$ cat config.mk
export PLATFORM = sky130hd
export DESIGN_NAME = shared_mem_arbiter
export DESIGN_NICKNAME = d
export VERILOG_FILES = /design/src/rtl/shared_mem_arbiter.sv
export SDC_FILE = /design/constraint.sdc
export NUM_CORES = 1
export LEC_CHECK = 0
export CAP_MARGIN = 20
export CORE_AREA = 2 2 101 103
export CTS_BUF_LIST = sky130_fd_sc_hd__clkbuf_16
export CTS_CLUSTER_SIZE = 25
export DETAILED_ROUTE_END_ITERATION = 8
export DIE_AREA = 0 0 103 105
export REMOVE_ABC_BUFFERS = 1
export SYNTH_ARGS = -nofsm -noshare
export SYNTH_HDL_FRONTEND = slang
export SYNTH_SLANG_ARGS = --single-unit
$ cat constraint.sdc
create_clock -name msoc_clk -period 3.3 [get_ports msoc_clk]
set_input_delay 0.99 -clock msoc_clk [delete_from_list [all_inputs] [get_ports msoc_clk]]
set_output_delay 0.99 -clock msoc_clk [all_outputs]
set_load 0.02 [all_outputs]
$ cat src/rtl/shared_mem_arbiter.sv
// shared_mem_arbiter: two-requester arbiter in front of a single-port RAM.
// Requester 0 is the minion LSU, requester 1 is the host. Grants are
// combinational, responses come back exactly one cycle after the grant.
// A requester may hold the RAM across several accesses with its lock input.
// Optional feature: define ARB_ROUND_ROBIN_EN for alternating priority on
// contention; otherwise requester 0 always wins contention.
module shared_mem_arbiter #(
  parameter int ADDR_W = 14
) (
  input  logic              msoc_clk,
  input  logic              rstn,
  input  logic              m0_req,
  input  logic              m0_we,
  input  logic [ADDR_W-1:0] m0_addr,
  input  logic [3:0]        m0_be,
  input  logic [31:0]       m0_wdata,
  input  logic              m0_lock,
  output logic              m0_gnt,
  output logic              m0_rvalid,
  output logic [31:0]       m0_rdata,
  input  logic              m1_req,
  input  logic              m1_we,
  input  logic [ADDR_W-1:0] m1_addr,
  input  logic [3:0]        m1_be,
  input  logic [31:0]       m1_wdata,
  input  logic              m1_lock,
  output logic              m1_gnt,
  output logic              m1_rvalid,
  output logic [31:0]       m1_rdata,
  output logic              ram_ce,
  output logic              ram_we,
  output logic [ADDR_W-1:0] ram_addr,
  output logic [3:0]        ram_be,
  output logic [31:0]       ram_wdata,
  input  logic [31:0]       ram_rdata
);

  typedef enum logic [1:0] {
    UNLOCKED = 2'd0,
    LOCK0    = 2'd1,
    LOCK1    = 2'd2
  } lock_state_e;

  lock_state_e state_q, state_d;
  logic        last_gnt_q, last_gnt_d;   // 0: m0 granted last, 1: m1
  logic        resp_valid_q, resp_valid_d;
  logic        resp_id_q, resp_id_d;
  logic        arb_free_s;               // normal arbitration this cycle

  // Lock handling, grant selection and next-state for lock FSM / last_gnt.
  always_comb begin
    state_d    = state_q;
    last_gnt_d = last_gnt_q;
    m0_gnt     = 1'b0;
    m1_gnt     = 1'b0;
    // A lock owner that drops its lock releases the RAM in that same cycle.
    case (state_q)
      LOCK0:   arb_free_s = ~m0_lock;
      LOCK1:   arb_free_s = ~m1_lock;
      default: arb_free_s = 1'b1;
    endcase
    if (!rstn) begin
      m0_gnt = 1'b0;
      m1_gnt = 1'b0;
    end else if (!arb_free_s) begin
      // Locked: only the owner may be granted, the other one stalls.
      if (state_q == LOCK0) begin
        m0_gnt = m0_req;
      end else begin
        m1_gnt = m1_req;
      end
    end else if (m0_req && m1_req) begin
`ifdef ARB_ROUND_ROBIN_EN
      m0_gnt = last_gnt_q;
      m1_gnt = ~last_gnt_q;
`else
      m0_gnt = 1'b1;
      m1_gnt = 1'b0;
`endif
    end else begin
      m0_gnt = m0_req;
      m1_gnt = m1_req;
    end

    if (!arb_free_s) begin
      state_d = state_q;
    end else if (m0_gnt && m0_lock) begin
      state_d = LOCK0;
    end else if (m1_gnt && m1_lock) begin
      state_d = LOCK1;
    end else begin
      state_d = UNLOCKED;
    end

    if (m0_gnt) begin
      last_gnt_d = 1'b0;
    end else if (m1_gnt) begin
      last_gnt_d = 1'b1;
    end else begin
      last_gnt_d = last_gnt_q;
    end
  end

  // RAM command mux: granted requester drives the RAM, zeros when idle.
  always_comb begin
    ram_ce    = m0_gnt | m1_gnt;
    ram_we    = 1'b0;
    ram_addr  = '0;
    ram_be    = 4'd0;
    ram_wdata = 32'd0;
    if (m0_gnt) begin
      ram_we    = m0_we;
      ram_addr  = m0_addr;
      ram_be    = m0_be;
      ram_wdata = m0_wdata;
    end else if (m1_gnt) begin
      ram_we    = m1_we;
      ram_addr  = m1_addr;
      ram_be    = m1_be;
      ram_wdata = m1_wdata;
    end else begin
      ram_we    = 1'b0;
    end
  end

  // Response tracking: every grant yields one response the next cycle.
  always_comb begin
    resp_valid_d = m0_gnt | m1_gnt;
    resp_id_d    = m1_gnt;
  end

  // Response routing: read data only reaches the requester being answered.
  always_comb begin
    m0_rvalid = resp_valid_q & ~resp_id_q;
    m1_rvalid = resp_valid_q & resp_id_q;
    m0_rdata  = m0_rvalid ? ram_rdata : 32'd0;
    m1_rdata  = m1_rvalid ? ram_rdata : 32'd0;
  end

  // State registers; last_gnt resets to 1 so m0 wins the first contention.
  always_ff @(posedge msoc_clk or negedge rstn) begin
    if (!rstn) begin
      state_q      <= UNLOCKED;
      last_gnt_q   <= 1'b1;
      resp_valid_q <= 1'b0;
      resp_id_q    <= 1'b0;
    end else begin
      state_q      <= state_d;
      last_gnt_q   <= last_gnt_d;
      resp_valid_q <= resp_valid_d;
      resp_id_q    <= resp_id_d;
    end
  end

endmodule
==> results.ini, run 1 <==
[synthesis]
synthFlopType = dfrtp_1
yosys-top-cells-area = a22o_1 (36%), and2_1 (16%), and3_1 (16%), buf_6 (8.0%), dfrtp_1 (7.9%)
syn_area_per_cell_um2 = 7.95
synthTopCellsByCount = a22o_1 (52), and2_1 (33), and3_1 (32)
netlist_instances = 159
synth_area_um2 = 1260
ys_ff_latch = 4
async_flop_share = 1.00
yosys.area.top_type = a22o_1
synth_edf_count = 0
synthMostInstantiatedCell = a22o_1
yosysUniqueCellTypes = 23
yosysSeqAreaShare = 0.0792
yosys_warnings = 0
synth.top_cell.area_share = 0.360

[sta]
skew_ps = 0.759
fin_crit_sh = 1.00
relSlewSlack = 0.835
worstMarginPinSlew_ps = 246
hold-worst-slack_ps = 539
postLayoutSetupSlackWorst_ps = -7.99
finalSetupViolCount = 2
hold_viol = 0
rsz0062_at_grt = yes
fmax_mhz = 302
fin_crit_ps = 3310
slew_violations = 0

[place]
post-place-ws_ps = -769
gp_congestion = 0.834
portBuffers = 259
placed_cells = 547
hpwl_mm = 7.80

[clock_tree]
clkTransAtPathRegs_ps = 30
cts.sinks = 4
ctsRootBufferMaster = clkbuf_16
clock_latency_ps = 220
cts_made_buffers = 3
clk_path_buf_depth = 2
cts_hold_buf = 0
cts-htree-levels = 1
cts_tree = yes

[pwr]
peakVddDrop_uv = 138
p_leak_nw = 1.85
power.density_nw_per_um2 = 243

[routing]
drtIter0Drc = 72
vias = 2359
drc = 0
viasPerCell = 4.23
first_pass_iters = 4
wl_per_cell_um = 17.1
ant_nets = 0
routed_wl_mm = 9.57

[global_routing]
grt_pass1_wl_mm = 13.2
grt_pass1_vias = 2400
grt_overflow = 0
grt_max_degree = 34
antenna_found_initial = 0
grt_usage = 0.160

[worst_setup_path]
required_ps = 2310
cp_common_cell = buf_6
arrival_ps = 2320
path_class = primary input to output pin
crit_slowest_cell = a311o_2
cpPeakStageDelay_ps = 330
cp_top_family = buffers and inverters
crit_buf_inv = 5
worstPathCellList = buf_6 -> nand2b_4 -> a311o_2 -> o31ai_4 -> buf_6 -> buf_8 -> buf_16 -> a22o_1 -> buf_6
crit_fanout = 8
end_kind = output pin
start_kind = primary input

[finish]
layout-drive-gt1-share = 0.212
fin_cells = 558
area_growth_pct = 223
multiInputGateArea_um2 = 1010
num_antenna_cells = 0
fillCellCount = 1032
nets = 569
ff_latch_area_um2 = 100

[die]
initial_utilization = 0.131
die-width_um = 103
die_h_um = 105
io_pins = 260
rows = 36
dieArea_um2 = 10800
core_area_um2 = 9640

[status]
status = finished with violations
violations = negative setup slack

[job]
drv_cap = 0

[worst_hold_path]
hold_path_class = flop to flop

-- final timing paths --
path | startpoint | endpoint | slack (ps) | cells past startpoint
worst max-delay path | m1_lock | ram_addr[11] | -8 | 9
worst min-delay path | state_q[1] | state_q[1] | 540 | 1
worst max register to register | state_q[0] | resp_valid_q | 1450 | 9
worst min register to register | state_q[1] | state_q[1] | 540 | 1
max in group asynchronous | rstn | state_q[1] | 2500 | 2
min in group asynchronous | rstn | resp_valid_q | 680 | 2
-- power by group --
part | leakage, nW | switching, mW | total [mW] | internal (mW)
Combinational | 1.76 | 0.341 | 0.752 | 0.412
Sequential | 0.0531 | 0.00267 | 0.0565 | 0.0538
Clock | 0.0370 | 0.0314 | 0.186 | 0.155
-- routing by layer --
| metal | GRT usage | wire [um] | vias up |
|---|---|---|---|
| li1 | - | - | 1144 |
| met1 | 0.147 | 3070 | 1028 |
| met2 | 0.324 | 5190 | 177 |
| met3 | 0.0555 | 1200 | 10 |
| met4 | 0.0329 | 108 | 0 |
| met5 | 0 | 0 | - |
-- metrics by stage --
stage | TNS, ps | util | power (mW) | cell area (um^2)
3_5_place_dp | -38530 | 0.415 | 0.806 | 4010
2_1_floorplan | -26260 | - | 0.348 | 1110
5_1_grt | -345 | 0.424 | 1.04 | 4090
6_report | -10.4 | 0.424 | 0.995 | 4090
4_1_cts | -61.4 | 0.425 | 1.01 | 4100
3_3_place_gp | -37660 | 0.415 | 0.802 | 4010
-- sequential cells by signal, summed over array words and instances (netlist names) --
signal	cells
state_q	2
resp_valid_q	1
resp_id_q	1
-- worst reg2reg max path: cells and delay by family (launching register included) --
family          cells  cell delay [ps]
flops               1              360
buf+inv             5              530
simple gates        1              130
compound gates      2              480
fa+ha+maj           1              300
-- cell families after synthesis --
logic type / count (synthesis) / share of synthesized area
and+or+nand+nor: 72 / 0.358
buffers and inverters: 23 / 0.132
AOI/OAI and AO/OA: 58 / 0.411
DFF: 4 / 0.0792
adders and majority gates: 2 / 0.0198
-- layout by cell type, fill, tap and decap left out, drive strengths merged --
| master | netlist | final |
|---|---|---|
| nand2b | 1 | 1 |
| and2 | 33 | 33 |
| clkbuf | 9 | 3 |
| dfrtp | 4 | 4 |
| nor2 | 1 | 1 |
| bufbuf | 0 | 1 |
| nor2b | 2 | 2 |
| nand2 | 2 | 2 |
| a31oi | 1 | 1 |
| o211a | 1 | 1 |
| or2 | 1 | 1 |
| dlygate4sd2 | 0 | 2 |
| buf | 11 | 79 |
| a311o | 1 | 1 |
| clkdlybuf4s15 | 0 | 1 |
| a22o | 52 | 52 |
| and3 | 32 | 32 |
| ha | 2 | 2 |
| clkdlybuf4s50 | 0 | 200 |
| a32o | 1 | 1 |
| o31ai | 1 | 1 |
| o21ai | 1 | 1 |
| inv | 3 | 3 |
-- cell type report --
cell class                      count  share of cell area
Sequential cell                     4              0.0245
Tap cell                          133              0.0407
Clock buffer                        3              0.0184
Inverter                            3             0.00276
Timing Repair Buffer              283               0.666
Multi-Input combinational cell    132               0.248
-- repair_timing --
action | 4_1_cts | 5_1_grt
buffers inserted | 4 | 0
cloned | 4 | 0
resized for setup | 239 | 16
setup endpoints to repair | 54 | 21
pin swaps | 7 | 4
Power figures use the tool's default switching activity.
==> run 2: changes to the inputs <==
CTS_CLUSTER_DIAMETER = 50   (was not set)
GPL_ROUTABILITY_DRIVEN = 0   (was not set)
==> results of run 2 <==
No change in the layout: final DEF, timing and power equal those of run 1.
